File: config.mk
export PLATFORM = sky130hd
export DESIGN_NAME = hash_ctrl_flat
export DESIGN_NICKNAME = d
export VERILOG_FILES = /design/src/rtl/hash_ctrl_if.sv /design/src/rtl/hash_ctrl.sv /design/src/flat_wrapper.sv
export SDC_FILE = /design/constraint.sdc
export NUM_CORES = 1
export LEC_CHECK = 0
export BUFFER_PORTS_ARGS = -buffer_cell sky130_fd_sc_hd__buf_2
export CAP_MARGIN = 10
export CORE_MARGIN = 1
export CORE_UTILIZATION = 45
export DETAILED_ROUTE_END_ITERATION = 12
export PLACE_DENSITY = 0.76
export SLEW_MARGIN = 15
export SYNTH_ARGS = -nofsm -noshare
export SYNTH_HDL_FRONTEND = slang
export SYNTH_SLANG_ARGS = --single-unit
File: constraint.sdc
create_clock -name clk -period 1.41 [get_ports clk]
set_input_delay 0.282 -clock clk [delete_from_list [all_inputs] [get_ports clk]]
set_output_delay 0.282 -clock clk [all_outputs]
set_load 0.02 [all_outputs]
File: src/rtl/hash_ctrl_if.sv
// -----------------------------------------------------------------------------
// hash_ctrl_if
//   Bundles the round sequencer's datapath controls and the K+W scheduler
//   handshake into one interface.
//
//   Signals
//     w_vld      scheduler presents kw for round rnd
//     w_rdy      controller consumes a kw beat this cycle
//     rnd        index of the current beat, 0..N
//     fn_op      datapath input select (00 hash_i, 01 IV, 10 feed-forward, 11 zero)
//     fn_en      datapath load enable
//     kw_vld     datapath round-advance strobe
//     kw_flg0    first-beat flag
//     kw_done    drain-beat flag
//     h_flg_384  latched SHA-384 mode flag
//     hf_ld      capture hash_o into the hash_f feed-forward register
//
//   Modports
//     master     the sequencer (hash_ctrl)
//     slave      the datapath/scheduler side
// -----------------------------------------------------------------------------
interface hash_ctrl_if #(
    parameter int unsigned RND_W = 7
);
    logic             w_vld;
    logic             w_rdy;
    logic [RND_W-1:0] rnd;
    logic [1:0]       fn_op;
    logic             fn_en;
    logic             kw_vld;
    logic             kw_flg0;
    logic             kw_done;
    logic             h_flg_384;
    logic             hf_ld;

    modport master (
        input  w_vld,
        output w_rdy,
        output rnd,
        output fn_op,
        output fn_en,
        output kw_vld,
        output kw_flg0,
        output kw_done,
        output h_flg_384,
        output hf_ld
    );

    modport slave (
        output w_vld,
        input  w_rdy,
        input  rnd,
        input  fn_op,
        input  fn_en,
        input  kw_vld,
        input  kw_flg0,
        input  kw_done,
        input  h_flg_384,
        input  hf_ld
    );
endinterface

File: src/rtl/hash_ctrl.sv
// -----------------------------------------------------------------------------
// hash_ctrl
//   Round sequencer for the SHA-256/SHA-384 compression datapath. Accepts a
//   block-start command, optionally loads the IV or an external hash, snapshots
//   the chaining value, runs N+1 handshaked K+W beats, performs the
//   feed-forward add and pulses done.
//
//   Build option
//     HASH_CTRL_SHA384_EN  defined: mode_384 selects 80 rounds and is latched
//                          into h_flg_384. Undefined: mode_384 is ignored,
//                          h_flg_384 stays 0 and N is fixed at 64.
//
//   Ports
//     clk          system clock, rising edge
//     rst_n        asynchronous active-low reset
//     i_start      block-start request, sampled in IDLE only
//     i_init_sel   0: load IV, 1: load hash_i, 2/3: continue (no load)
//     i_mode_384   1 selects SHA-384, sampled with i_start
//     i_clr        zero the datapath register, honoured in IDLE only
//     i_abort      cancel the operation in any state
//     o_busy       high in every state other than IDLE
//     o_done       one-cycle completion pulse
//     bus          datapath controls and scheduler handshake (master side)
// -----------------------------------------------------------------------------
module hash_ctrl #(
    parameter int unsigned RND_W = 7
) (
    input  logic        clk,
    input  logic        rst_n,
    input  logic        i_start,
    input  logic [1:0]  i_init_sel,
    input  logic        i_mode_384,
    input  logic        i_clr,
    input  logic        i_abort,
    output logic        o_busy,
    output logic        o_done,
    hash_ctrl_if.master bus
);

    localparam logic [RND_W-1:0] N256 = RND_W'(64);
    localparam logic [RND_W-1:0] N384 = RND_W'(80);

    localparam logic [1:0] OpHashIn = 2'b00;
    localparam logic [1:0] OpIv     = 2'b01;
    localparam logic [1:0] OpFfAdd  = 2'b10;
    localparam logic [1:0] OpZero   = 2'b11;

    typedef enum logic [2:0] {
        StIdle,
        StLoad,
        StSnap,
        StRound,
        StFinal,
        StDone
    } state_e;

    state_e           r_state;
    logic [RND_W-1:0] r_rnd;
    logic             r_fn_en;
    logic [1:0]       r_fn_op;
    logic             r_hf_ld;
    logic             r_w_rdy;
    logic             r_busy;
    logic             r_done;
    logic             r_h_flg;

    logic             w_mode;
    logic [RND_W-1:0] w_n;
    logic             w_last;
    logic             w_beat;
    logic             w_fn_en;

`ifdef HASH_CTRL_SHA384_EN
    assign w_mode = i_mode_384;
    assign w_n    = r_h_flg ? N384 : N256;
`else
    // Mode input has no effect in a SHA-256-only build.
    assign w_mode = i_mode_384 & 1'b0;
    assign w_n    = N256;
`endif

    assign w_last = (r_rnd == w_n);

    // Outputs are registered one cycle ahead (decoded from the next state);
    // every strobe defaults low so it lasts exactly one cycle unless re-armed.
    always_ff @(posedge clk or negedge rst_n) begin
        if (!rst_n) begin
            r_state <= StIdle;
            r_rnd   <= '0;
            r_fn_en <= 1'b0;
            r_fn_op <= OpHashIn;
            r_hf_ld <= 1'b0;
            r_w_rdy <= 1'b0;
            r_busy  <= 1'b0;
            r_done  <= 1'b0;
            r_h_flg <= 1'b0;
        end else if (i_abort) begin
            r_state <= StIdle;
            r_rnd   <= '0;
            r_fn_en <= 1'b0;
            r_fn_op <= OpHashIn;
            r_hf_ld <= 1'b0;
            r_w_rdy <= 1'b0;
            r_busy  <= 1'b0;
            r_done  <= 1'b0;
            r_h_flg <= 1'b0;
        end else begin
            r_fn_en <= 1'b0;
            r_fn_op <= OpHashIn;
            r_hf_ld <= 1'b0;
            r_done  <= 1'b0;

            unique case (r_state)
                StIdle: begin
                    if (i_start) begin
                        r_busy  <= 1'b1;
                        r_h_flg <= w_mode;
                        if (!i_init_sel[1]) begin
                            r_state <= StLoad;
                            r_fn_en <= 1'b1;
                            r_fn_op <= i_init_sel[0] ? OpHashIn : OpIv;
                        end else begin
                            // Continue: hash_o already holds the chaining value.
                            r_state <= StSnap;
                            r_hf_ld <= 1'b1;
                        end
                    end else if (i_clr) begin
                        r_fn_en <= 1'b1;
                        r_fn_op <= OpZero;
                    end
                end

                StLoad: begin
                    r_state <= StSnap;
                    r_hf_ld <= 1'b1;
                end

                StSnap: begin
                    r_state <= StRound;
                    r_rnd   <= '0;
                    r_w_rdy <= 1'b1;
                end

                StRound: begin
                    // w_rdy is high for the whole state, so w_vld alone accepts a beat.
                    if (bus.w_vld) begin
                        if (w_last) begin
                            r_state <= StFinal;
                            r_rnd   <= '0;
                            r_w_rdy <= 1'b0;
                            r_fn_en <= 1'b1;
                            r_fn_op <= OpFfAdd;
                        end else begin
                            r_rnd <= r_rnd + RND_W'(1);
                        end
                    end
                end

                StFinal: begin
                    r_state <= StDone;
                    r_done  <= 1'b1;
                end

                StDone: begin
                    r_state <= StIdle;
                    r_busy  <= 1'b0;
                    r_h_flg <= 1'b0;
                end

                default: begin
                    r_state <= StIdle;
                    r_busy  <= 1'b0;
                    r_w_rdy <= 1'b0;
                    r_h_flg <= 1'b0;
                end
            endcase
        end
    end

    // abort masks the enables in its own cycle so the datapath never moves
    // on a cancelled operation.
    assign w_beat  = r_w_rdy & bus.w_vld & ~i_abort;
    assign w_fn_en = r_fn_en & ~i_abort;

    assign bus.w_rdy     = r_w_rdy;
    assign bus.rnd       = r_rnd;
    assign bus.fn_en     = w_fn_en;
    assign bus.fn_op     = w_fn_en ? r_fn_op : OpHashIn;
    assign bus.hf_ld     = r_hf_ld & ~i_abort;
    assign bus.kw_vld    = w_beat;
    assign bus.kw_flg0   = w_beat & (r_rnd == '0);
    assign bus.kw_done   = w_beat & w_last;
    assign bus.h_flg_384 = r_h_flg;

    assign o_busy = r_busy;
    assign o_done = r_done;

endmodule

File: src/flat_wrapper.sv
// flat-port wrapper written by rule: the top's interface ports become plain ports
module hash_ctrl_flat 
#(
    parameter int unsigned RND_W = 7
)
  (clk, rst_n, i_start, i_init_sel, i_mode_384, i_clr, i_abort, o_busy, o_done, bus_w_vld, bus_w_rdy, bus_rnd, bus_fn_op, bus_fn_en, bus_kw_vld, bus_kw_flg0, bus_kw_done, bus_h_flg_384, bus_hf_ld);
  hash_ctrl_if #(.RND_W(RND_W)) bus_i ();
  input  logic clk;
  input  logic rst_n;
  input  logic i_start;
  input  logic [1:0] i_init_sel;
  input  logic i_mode_384;
  input  logic i_clr;
  input  logic i_abort;
  output logic o_busy;
  output logic o_done;
  input wire logic [$bits(bus_i.w_vld)-1:0] bus_w_vld;
  output wire logic [$bits(bus_i.w_rdy)-1:0] bus_w_rdy;
  output wire logic [$bits(bus_i.rnd)-1:0] bus_rnd;
  output wire logic [$bits(bus_i.fn_op)-1:0] bus_fn_op;
  output wire logic [$bits(bus_i.fn_en)-1:0] bus_fn_en;
  output wire logic [$bits(bus_i.kw_vld)-1:0] bus_kw_vld;
  output wire logic [$bits(bus_i.kw_flg0)-1:0] bus_kw_flg0;
  output wire logic [$bits(bus_i.kw_done)-1:0] bus_kw_done;
  output wire logic [$bits(bus_i.h_flg_384)-1:0] bus_h_flg_384;
  output wire logic [$bits(bus_i.hf_ld)-1:0] bus_hf_ld;
  assign bus_i.w_vld = bus_w_vld;
  assign bus_w_rdy = bus_i.w_rdy;
  assign bus_rnd = bus_i.rnd;
  assign bus_fn_op = bus_i.fn_op;
  assign bus_fn_en = bus_i.fn_en;
  assign bus_kw_vld = bus_i.kw_vld;
  assign bus_kw_flg0 = bus_i.kw_flg0;
  assign bus_kw_done = bus_i.kw_done;
  assign bus_h_flg_384 = bus_i.h_flg_384;
  assign bus_hf_ld = bus_i.hf_ld;
  hash_ctrl #(.RND_W(RND_W)) u_core (.clk(clk), .rst_n(rst_n), .i_start(i_start), .i_init_sel(i_init_sel), .i_mode_384(i_mode_384), .i_clr(i_clr), .i_abort(i_abort), .o_busy(o_busy), .o_done(o_done), .bus(bus_i));
endmodule
* Yosys cells after proc, flatten, opt, wreduce, memory -nomap -nowiden
Cells that the tools add are included.
** Word-level totals
- Logic and storage cells :: 79
- Memory bits (read-only) :: 0
- Memories kept :: 0
- Bits in writable memories :: 0
- Latch bits :: 0
- Output and inout bits :: 18
- Flip-flop bits (word level) :: 18
** Cells by class
- Shifts and indexed selects :: 0
- Bitwise operators :: 7
- Reduce and logical (&&, ||, !) cells :: 9
- Multiply operators :: 0
- $add $sub $neg :: 1
- $lt $le $gt $ge :: 0
- Div/mod/pow operators :: 0
- Equality and inequality tests :: 11
- Mux-type cells :: 42
** Operator list (count)
- 2-to-1 mux 7 bit :: 3
- 2-to-1 mux 1 bit :: 19
- 2-to-1 mux 2 bit :: 8
- case mux 3 bit (5 select lines) :: 1
- case mux 7 bit (2 select lines) :: 1
- 2-to-1 mux 3 bit :: 4
- case mux 1 bit (2 select lines) :: 4
- OR reduction 4 bit :: 2
- adder 7 x 1 -> 7 bit, second input constant :: 1
- equality test 7 bit, second input constant :: 1
- logical NOT 7 bit :: 1
- AND 1 bit :: 6
- equality test 3 x 2 -> 1 bit, second input constant :: 2
- equality test 3 bit, second input constant :: 2
- inequality test 3 bit, second input constant :: 2
- AND reduction 3 bit :: 2
- inequality test 2 x 1 -> 1 bit, second input constant :: 2
- case mux 2 bit (2 select lines) :: 1
- AND reduction 2 bit :: 2
- equality test 3 x 1 -> 1 bit, second input constant :: 1
- logical NOT 3 bit :: 1
- inequality test 3 x 2 -> 1 bit, second input constant :: 1
- case mux 1 bit (3 select lines) :: 1
- nonzero test 3 bit :: 1
- inverter 1 bit :: 1

* Logic depth before layout (Yosys ltp)
Gate-level depths: netlist of the first run.
- Depth in word-level cells :: 5
- Mapped depth :: 6

* Worst setup path after synthesis of the first run
Ideal clock, no wire load.
- Path kind :: reg-to-output
- From :: reg u_core.r_rnd[0] (netlist: u_core.bus.rnd[0])
- To :: out bus_kw_done
- Buffers on the path :: 0
- Stages on the path, launching flop included :: 6
- Setup slack :: -220 ps
- Arrival :: 1348 ps
- Cell sequence :: dfrtp_1 -> inv_1 -> ha_1 -> nor3b_2 -> nand3_1 -> nor2_1
** Between the ends
- Longest elaborated chain between the ends :: 2
** RTL lines
- start, declared :: line hash_ctrl.sv:58 : logic [RND_W-1:0] r_rnd;
- start signal, assigned :: line hash_ctrl.sv:154 : r_rnd <= r_rnd + RND_W'(1);
- equality test 7 bit :: line hash_ctrl.sv:82 : assign w_last = (r_rnd == w_n);
- AND 1 bit :: line hash_ctrl.sv:192 : assign bus.kw_done = w_beat & w_last;
- end, declared :: line flat_wrapper.sv:24 : output wire logic [$bits(bus_i.kw_done)-1:0] bus_kw_done;
Every way passes these cells.

* Final worst setup path of the first run
- From :: reg u_core.r_rnd[0] (netlist: u_core.bus.rnd[0])
- To :: out bus_kw_flg0
** Between the ends
- Longest elaborated chain between the ends :: 2
** RTL lines
- logical NOT 7 bit :: line hash_ctrl.sv:191 : assign bus.kw_flg0 = w_beat & (r_rnd == '0);
- AND 1 bit :: line hash_ctrl.sv:191
- end, declared :: line flat_wrapper.sv:23 : output wire logic [$bits(bus_i.kw_flg0)-1:0] bus_kw_flg0;
Every way passes these cells.

==> results of run 1 <==
[cell usage in the layout, fill, tap and decap left out, types with 2 or more instances in the layout]
master,netlist,final
o21ai_2,0,3
dfrtp_2,0,3
nor2_4,0,2
a21oi_1,7,4
nor2_1,7,5
nand2_1,12,11
a21oi_2,2,5
buf_6,1,11
and2_1,3,2
nand2b_1,2,2
clkbuf_4,0,3
o21ai_0,11,8
inv_2,0,2
dfrtp_1,17,14
nor2b_1,6,5
buf_4,1,17
or3_1,4,4
buf_2,2,17
[flip-flops by register name, summed over array words and instances, names as in the netlist]
register          count
u_core.o_busy         1
u_core.r_hf_ld        1
u_core.r_fn_op        2
u_core.o_done         1
u_core.bus.w_rdy      1
u_core.bus.rnd        7
u_core.r_state        3
u_core.r_fn_en        1
[where the power goes]
group          internal [mW]  switching [mW]
logic                  0.226           0.273
clock network          0.106           0.167
registers              0.535          0.0284
total                  0.867           0.469
[final cells by class]
class                           count  area, um2  area share
Multi-Input combinational cell     82      624.3      0.4222
Sequential cell                    17      429.2      0.2902
Timing Repair Buffer               46      346.6      0.2343
Tap cell                           27      33.78     0.02284
Clock buffer                        3      22.52     0.01523
Inverter                            4      17.52     0.01184
Clock inverter                      1      5.005    0.003384
[cell families after synthesis]
kind of cell | synth area share
compound gates | 0.1579
fa+ha+maj | 0.02567
buf+inv | 0.05263
flops | 0.4365
mux | 0.01027
other cells | 0.003847
simple gates | 0.3132
[repair_timing]
action / 4_1_cts / 5_1_grt
endpoints found under the setup margin: 13 / 18
resized for setup: 15 / 26
setup buffers: 0 / 3
hold buffers: 1 / 0
pin swaps: 6 / 3
endpoints found under the hold margin: 17 / 0
[per-layer routing]
| metal | share of wire | vias to the layer above | track usage |
|---|---|---|---|
| li1 | - | 466 | - |
| met1 | 0.42 | 465 | 0.2932 |
| met2 | 0.52 | 23 | 0.3826 |
| met3 | 0.039 | 5 | 0.03459 |
| met4 | 0.018 | 0 | 0.1176 |
| met5 | 0 | - | 0 |
[worst max-delay path, cell delays in order, from the launching register on]
cell and delay (ps):
dfrtp_2 420, inv_2 70, ha_4 120, nor3b_4 230, and4b_2 260, buf_6 110
[per-stage QoR]
stage	setup TNS (ps)	worst slack [ps]
4_1_cts	-1332	-409.5
3_5_place_dp	-798.6	-101.7
6_report	-2023	-404.3
3_3_place_gp	-314.7	-51.97
2_1_floorplan	-160.4	-48.18
5_1_grt	-2992	-488.4
[worst min-delay path by stage]
stage,from,end,slack [ps],cells past startpoint
finish,i_init_sel[0],u_core.r_fn_op[0],270,3
global route,i_init_sel[0],u_core.r_fn_op[0],270,3
CTS,i_init_sel[0],u_core.r_fn_op[0],270,3
detailed placement,rst_n,u_core.bus.rnd[4],230,1
global placement,rst_n,u_core.bus.rnd[4],230,1
floorplan,rst_n,u_core.bus.rnd[0],-10,0
==> flow_metrics.py, run 1 <==
metrics = {
    "clocking": {
        "h-tree-depth": 1,
        "clockBufferDepth": 2,
        "clock_latency_ps": 300,
        "clk_pin_slew_worst_paths_ps": 100,
        "cts-root-buf": "clkbuf_4",
        "clock_sinks": 17,
        "cts_tree": "yes",
        "cts_buffers": 3,
    },
    "routing": {
        "drc": 0,
        "drt_iter0_drc": 21,
        "wirelength_mm": 2.558,
        "vias": 959,
        "dr.pass1.iters": 4,
        "wl_per_cell_um": 14.21,
        "ant_nets": 0,
        "drt-vias-per-instance": 5.328,
    },
    "grt": {
        "grt_pass1_vias": 934,
        "grt_pass1_wl_mm": 4.146,
        "grt_overflow": 0,
        "antenna_found_initial": 0,
        "grt_util_all_layers": 0.2312,
        "grt_max_degree": 18,
    },
    "setup_path": {
        "reg2reg_slack_ps": -160,
        "crit_type": "reg2out",
        "startpoint_type": "flip-flop",
        "r2r-end": "u_core.bus.rnd[6]",
        "rr_startpoint": "u_core.bus.rnd[0]",
        "end_kind": "output port",
        "cp-startpoint": "u_core.bus.rnd[0]",
        "critPathArrivalTime_ps": 1530,
        "crit_required_ps": 1130,
        "path_max_fanout": 3,
        "r2r_cells": 7,
        "cp-endpoint": "bus_kw_flg0",
    },
    "yosys": {
        "postSynthCellCount": 109,
        "syn_area_per_cell_um2": 8.942,
        "syn_nets": 120,
        "yosysMostFrequentCell": "dfrtp_1",
        "yosysSeqAreaShare": 0.4365,
        "synth_edf_count": 0,
        "synth_area_um2": 974.7,
        "ys_warn_count": 0,
        "ys_async_sr_fraction": 1.000,
        "yosysTopAreaCell": "dfrtp_1",
        "synth_top_area_frac": 0.4365,
        "synth_ff_type": "dfrtp_1",
        "yosys.cell_types.count": 37,
        "synth.area.top_cells": "dfrtp_1 44%, o21ai_0 5.6%, nand2_1 4.6%",
        "synth-seq-cells": 17,
        "synth_commonest_cells": "17 x dfrtp_1, 12 x nand2_1, 11 x o21ai_0",
    },
    "sta": {
        "rsz0062_at_grt": "yes",
        "fin_crit_sh": 1.287,
        "hold_violations": 0,
        "fin_crit_ps": 1814,
        "clock.fmax_mhz": 551.2,
        "setup-violations-final": 12,
        "skew_ps": 2.225,
        "setup_slack_ps": -404.3,
        "slew_violations": 0,
        "timing.hold.ws_ps": 274.4,
    },
    "outcome": {
        "outcome": "complete, but fails checks",
        "violations": "negative setup slack",
    },
    "hold_path": {
        "hold_class": "in2reg",
    },
    "final_layout": {
        "finalInstanceArea_um2": 1479,
        "area_growth_pct": 51.73,
        "n_antenna_cell": 0,
        "fin_util": 0.7388,
        "fin_nets": 165,
        "stdcell_count": 180,
        "fillers": 137,
        "drive_gt1_frac": 0.5359,
    },
    "power_and_ir_drop": {
        "totalPowerFinal_mw": 1.336,
        "p_per_area_nw_per_um2": 903.2,
        "ir_drop_v": 0.0005646,
        "total_leakage_power_nw": 0.6532,
    },
    "die": {
        "die_y_um": 48.54,
        "core-area_um2": 2002,
        "io_pins": 27,
        "start_util": 0.4869,
        "die_w_um": 48.54,
        "fp-row-count": 16,
        "dieArea_um2": 2356,
    },
    "placed_design": {
        "port_buffers": 24,
        "routabilityCongestion": 0.8196,
        "detailed_place_hpwl_mm": 1.691,
        "dp.cells": 172,
        "postPlaceCellArea_um2": 1269,
    },
    "flow_run": {
        "timing.max_cap.violations": 0,
    },
}
Power figures use the tool's default switching activity.
==> run 2: changes to the inputs <==
==> constraint.sdc (replaced) <==
create_clock -name clk -period 1.41 [get_ports clk]
set_input_delay 0.141 -clock clk [delete_from_list [all_inputs] [get_ports clk]]
set_output_delay 0.141 -clock clk [all_outputs]
set_load 0.02 [all_outputs]
==> run 2 against run 1 <==
  * The flow still finishes with violations (negative setup slack)
  * Wire length down 5.6%
  * Register-to-register slack got worse by 70 ps
  * Cell count down 1.7%
  * Largest power group unchanged
  * Power shrank 5.2%
  * Clock skew is 5.2 ps higher
  * Combinational power shrank 16%
  * Sequential share of layout area up 2.9 points
  * Maximum frequency grew 11%
  * Critical path type is now reg2reg
==> flow_metrics.py, run 2 (synthesized netlist as in run 1, its figures left out) <==
metrics = {
    "sta": {
        "rsz0062_at_grt": "yes",
        "tns_ps": -2083,
        "fin_crit_ps": 1639,
        "setup-violations-final": 11,
        "clock.fmax_mhz": 610.1,
        "slew_violations": 0,
        "worst_slew_pin_slew_ps": 462.5,
        "setup_slack_ps": -229.0,
        "skew_ps": 7.388,
        "hold_violations": 0,
        "slew_headroom": 0.6837,
        "fin_crit_sh": 1.162,
    },
    "routing": {
        "drt-vias-per-instance": 5.271,
        "ant_nets": 0,
        "vias": 933,
        "drt_iter0_drc": 18,
        "drc": 0,
        "wl_per_cell_um": 13.64,
        "dr.pass1.iters": 4,
        "wirelength_mm": 2.415,
    },
    "die": {
        "dieArea_um2": 2356,
        "fp-row-count": 16,
        "start_util": 0.4869,
        "io_pins": 27,
        "core-area_um2": 2002,
        "die_y_um": 48.54,
        "die_w_um": 48.54,
    },
    "setup_path": {
        "reg2reg_slack_ps": -230,
        "startpoint_type": "flip-flop",
        "end_kind": "flip-flop",
        "r2r-end": "u_core.bus.rnd[3]",
        "crit_required_ps": 1600,
        "critPathArrivalTime_ps": 1830,
        "rr_startpoint": "u_core.bus.rnd[0]",
        "crit_type": "reg2reg",
        "path_max_fanout": 5,
        "r2r_cells": 8,
    },
    "clocking": {
        "cts_buffers": 3,
        "cts-root-buf": "clkbuf_4",
        "clock_latency_ps": 290,
        "clock_sinks": 17,
        "clockBufferDepth": 2,
        "h-tree-depth": 1,
        "cts_tree": "yes",
        "clk_pin_slew_worst_paths_ps": 110,
    },
    "power_and_ir_drop": {
        "p_seq_frac": 0.457,
        "ir_drop_v": 0.0006273,
        "total_leakage_power_nw": 0.6249,
        "swShare": 0.3487,
        "netSwitchingPower_mw": 0.4418,
        "p_comb_frac": 0.332,
        "p_per_area_nw_per_um2": 938.3,
        "internal-power_mw": 0.8250,
        "totalPowerFinal_mw": 1.267,
        "pwr-share-clk": 0.211,
    },
    "placed_design": {
        "port_buffers": 24,
        "routabilityCongestion": 0.7964,
        "dp.cells": 168,
        "postPlaceCellArea_um2": 1214,
        "detailed_place_hpwl_mm": 1.623,
    },
    "flow_run": {
        "timing.max_cap.violations": 0,
    },
    "outcome": {
        "violations": "negative setup slack",
        "outcome": "complete, but fails checks",
    },
    "hold_path": {
        "hold_start": "i_init_sel[0]",
        "hold_class": "in2reg",
        "min_to": "u_core.r_fn_op[0]",
        "whs_path_depth": 3,
    },
    "grt": {
        "grt_overflow": 0,
        "grt_max_degree": 18,
        "grt_pass1_wl_mm": 4.036,
        "grt_pass1_vias": 886,
        "antenna_found_initial": 0,
        "grt_util_all_layers": 0.2249,
    },
    "final_layout": {
        "fillers": 153,
        "fin_nets": 162,
        "drive_gt1_frac": 0.4600,
        "layout_commonest_cell": "buf_2",
        "stdcell_count": 177,
        "seq_area_um2": 430.4,
        "finalInstanceArea_um2": 1350,
        "n_antenna_cell": 0,
        "area_growth_pct": 38.51,
        "largest_register_ffs": 7,
        "multi_input_area_um2": 563.0,
        "layout_common_cells": "21 x buf_2, 19 x buf_4, 13 x dfrtp_1",
    },
}
## run 2: cell type report
cell class,count,share of cell area
tap,27,0.02502
timing repair buffer,43,0.2076
inverter,4,0.01112
sequential,17,0.3188
clock buffer,3,0.01668
multi-input combinational,82,0.4171
clock inverter,1,0.003707
## run 2: power by group through the flow
stage / Sequential (mW) / Clock [mW] / Combinational [mW]
CTS: 0.573 / 0.275 / 0.387
finish: 0.579 / 0.267 / 0.421
detailed placement: 0.587 / 0 / 0.350
floorplan: 0.588 / 0 / 0.232
global route: 0.584 / 0.296 / 0.463
global placement: 0.584 / 0 / 0.342
## run 2: timing repair
action | in CTS | in global routing
endpoints found under the hold margin | 17 | 0
setup endpoints to repair | 12 | 16
pin swaps | 2 | 4
hold buffers | 1 | 0
buffers inserted | 3 | 1
gates resized for setup | 5 | 15
## run 2: routing by layer
metal	routed length, um	track usage	vias up
li1	-	-	466
met1	1073	0.2727	436
met2	1218	0.3873	25
met3	81	0.02830	6
met4	40	0.1225	0
met5	0	0	-
## run 2: metrics by stage
| stage | util | hold slack [ps] | worst slack [ps] |
|---|---|---|---|
| 2_1_floorplan | - | -154.6 | 3.759 |
| 3_3_place_gp | 0.6063 | 87.37 | -56.85 |
| 3_5_place_dp | 0.6063 | 90.89 | -110.4 |
| 4_1_cts | 0.6456 | 137.9 | -227.6 |
| 5_1_grt | 0.6744 | 154.7 | -327.1 |
| 6_report | 0.6744 | 154.5 | -229.0 |
## run 2: critical path, stage by stage (launching register included)
cell and delay (ps):
dfrtp_2 420, inv_2 50, ha_1 140, nor3b_4 220, buf_4 140, buf_4 100
a41oi_4 160, nor2_4 240, a21oi_1 60
## run 2: worst max-delay path by stage
stage                                 start           endpoint  slack, ps
final                     u_core.bus.rnd[0]  u_core.bus.rnd[3]       -230
after global routing      u_core.bus.rnd[0]        bus_kw_done       -330
after CTS                 u_core.bus.rnd[0]        bus_kw_flg0       -230
after detailed placement  u_core.bus.rnd[0]  u_core.bus.rnd[6]       -110
after global placement    u_core.bus.rnd[0]  u_core.bus.rnd[3]        -60
after floorplan           u_core.bus.rnd[0]  u_core.bus.rnd[2]          4
==> run 3: changes to the inputs <==
--- a/config.mk
+++ b/config.mk
@@ -10,6 +10,7 @@
 export CORE_MARGIN = 1
 export CORE_UTILIZATION = 45
 export DETAILED_ROUTE_END_ITERATION = 12
+export MAX_ROUTING_LAYER = met4
 export PLACE_DENSITY = 0.76
 export SLEW_MARGIN = 15
 export SYNTH_ARGS = -nofsm -noshare
==> run 3 against run 2 <==
  * Sequential share of layout area did not move
  * Power rose by 0.37%
  * Hold slack barely moved
  * First-iteration DRC count did not move
  * The run still ends with negative setup slack left
  * Sequential power barely moved
  * Global-route usage rose by 0.65 points
  * Critical endpoint is now bus_kw_flg0
  * Sequential cell count did not move
  * Worst setup slack got worse by 2.9 ps
  * Wire length rose by 0.37%
  * Critical path type is now reg2out
==> flow_metrics.py, run 3 (synthesized netlist as in run 1, its figures left out) <==
metrics = {
    "routing": {
        "ant_nets": 0,
        "drt-vias-per-instance": 5.322,
        "dr.pass1.iters": 4,
        "wirelength_mm": 2.424,
        "wl_per_cell_um": 13.69,
        "drc": 0,
        "vias": 942,
        "drt_iter0_drc": 18,
    },
    "sta": {
        "rsz0062_at_grt": "yes",
        "setup_slack_ps": -231.9,
        "hold_violations": 0,
        "skew_ps": 11.38,
        "clock.fmax_mhz": 609.0,
        "slew_headroom": 0.6837,
        "fin_crit_sh": 1.164,
        "slew_violations": 0,
        "setup-violations-final": 11,
        "worst_slew_pin_slew_ps": 462.5,
        "fin_crit_ps": 1642,
    },
    "final_layout": {
        "layout_common_cells": "21 x buf_2, 19 x buf_4, 13 x dfrtp_1",
        "fin_nets": 162,
        "finalInstanceArea_um2": 1350,
        "n_antenna_cell": 0,
        "stdcell_count": 177,
        "largest_register_ffs": 7,
        "drive_gt1_frac": 0.4600,
        "area_growth_pct": 38.51,
        "layout_commonest_cell": "buf_2",
        "fin_util": 0.6744,
    },
    "setup_path": {
        "critPathArrivalTime_ps": 1500,
        "cpMaxStageDelayCell": "dfrtp_2",
        "startpoint_type": "flip-flop",
        "end_kind": "output port",
        "r2r_cells": 8,
        "crit_type": "reg2out",
        "reg2reg_slack_ps": -230,
        "crit_buf_inv": 2,
        "critical-path-top-delay-family": "simple AND/OR/NAND/NOR gates",
        "r2r-end": "u_core.bus.rnd[3]",
        "crit_required_ps": 1270,
        "max_stage_delay_ps": 430,
        "path_max_fanout": 3,
        "rr_startpoint": "u_core.bus.rnd[0]",
        "path_cells": "inv_2 -> ha_1 -> nor3b_4 -> and4b_2 -> buf_6",
    },
    "clocking": {
        "clockBufferDepth": 2,
        "clk_pin_slew_worst_paths_ps": 110,
        "cts-root-buf": "clkbuf_4",
        "clock_latency_ps": 300,
        "cts_tree": "yes",
        "cts_buffers": 3,
        "h-tree-depth": 1,
        "clock_sinks": 17,
    },
    "grt": {
        "grt_util_all_layers": 0.2315,
        "grt_max_degree": 18,
        "grt_pass1_wl_mm": 4.043,
        "grt_overflow": 0,
        "antenna_found_initial": 0,
        "grt_pass1_vias": 885,
    },
    "die": {
        "start_util": 0.4869,
        "fp-row-count": 16,
        "die_y_um": 48.54,
        "die_w_um": 48.54,
        "io_pins": 27,
        "core-area_um2": 2002,
        "dieArea_um2": 2356,
    },
    "hold_path": {
        "whs_path_depth": 3,
        "min_to": "u_core.r_fn_op[0]",
        "hold_class": "in2reg",
        "hold_start": "i_init_sel[0]",
    },
    "power_and_ir_drop": {
        "p_per_area_nw_per_um2": 941.8,
        "internal-power_mw": 0.8251,
        "p_comb_frac": 0.331,
        "total_leakage_power_nw": 0.6249,
        "netSwitchingPower_mw": 0.4464,
        "swShare": 0.3511,
        "p_seq_frac": 0.455,
        "pwr-share-clk": 0.214,
        "ir_drop_v": 0.0006273,
    },
    "flow_run": {
        "timing.max_cap.violations": 0,
    },
    "placed_design": {
        "detailed_place_hpwl_mm": 1.623,
        "postPlaceCellArea_um2": 1214,
        "dp.cells": 168,
        "dp_slack_ps": -110.4,
        "routabilityCongestion": 0.8078,
        "port_buffers": 24,
    },
    "outcome": {
        "violations": "negative setup slack",
        "outcome": "complete, but fails checks",
    },
}
run 3: cell counts in the layout (fill, tap and decap cells not counted):
Identical to the previous run, type by type.
run 3: timing repair:
action / in CTS / in global routing
hold buffers: 1 / 0
gates cloned: 0 / 0
endpoints found under the setup margin: 12 / 16
setup buffers: 3 / 1
hold endpoints to repair: 17 / 0
pin swaps: 2 / 4
gates resized for setup: 5 / 15
run 3: per-stage QoR:
step                TNS, ps  hold WS [ps]  power, mW
floorplan                 0        -154.6     0.8202
global placement     -255.3         87.37     0.9257
detailed placement   -557.2         90.89     0.9375
CTS                   -1476         137.9      1.235
global route          -3102         154.7      1.343
finish                -2095         154.6      1.271
run 3: routing by layer:
layer,global-route usage,routed length [um],vias to the layer above
met4,0.1225,40,0
met2,0.3873,1219,27
met3,0.02830,83,6
met5,-,0,-
li1,-,-,467
met1,0.2727,1081,442
run 3: how the worst max path moves through the flow:
| stage | start | end | slack (ps) | cells after the start |
|---|---|---|---|---|
| floorplan | u_core.bus.rnd[0] | u_core.bus.rnd[2] | 4 | 6 |
| global placement | u_core.bus.rnd[0] | u_core.bus.rnd[3] | -60 | 6 |
| detailed placement | u_core.bus.rnd[0] | u_core.bus.rnd[6] | -110 | 6 |
| CTS | u_core.bus.rnd[0] | bus_kw_flg0 | -230 | 5 |
| global route | u_core.bus.rnd[0] | bus_kw_done | -330 | 6 |
| finish | u_core.bus.rnd[0] | bus_kw_flg0 | -230 | 5 |
run 3: cell type report:
| class | instances | area (um2) |
|---|---|---|
| well taps | 27 | 33.78 |
| flip-flops and latches | 17 | 430.4 |
| repair buffers | 43 | 280.3 |
| inverters | 4 | 15.01 |
| clock inverters | 1 | 5.005 |
| clock buffers | 3 | 22.52 |
| multi-input cells | 82 | 563.0 |
| fillers | 153 | 651.9 |
run 3: power groups by stage:
| stage | sequential [mW] | combinational (mW) | clock (mW) |
|---|---|---|---|
| CTS | 0.573 | 0.387 | 0.275 |
| detailed placement | 0.587 | 0.350 | 0 |
| floorplan | 0.588 | 0.232 | 0 |
| finish | 0.579 | 0.421 | 0.272 |
| global placement | 0.584 | 0.342 | 0 |
| global route | 0.584 | 0.463 | 0.296 |
run 3: tightest hold or removal path, cell delays in order:
cell and delay (ps):
buf_2 80, nor2b_1 40, o21a_1 150
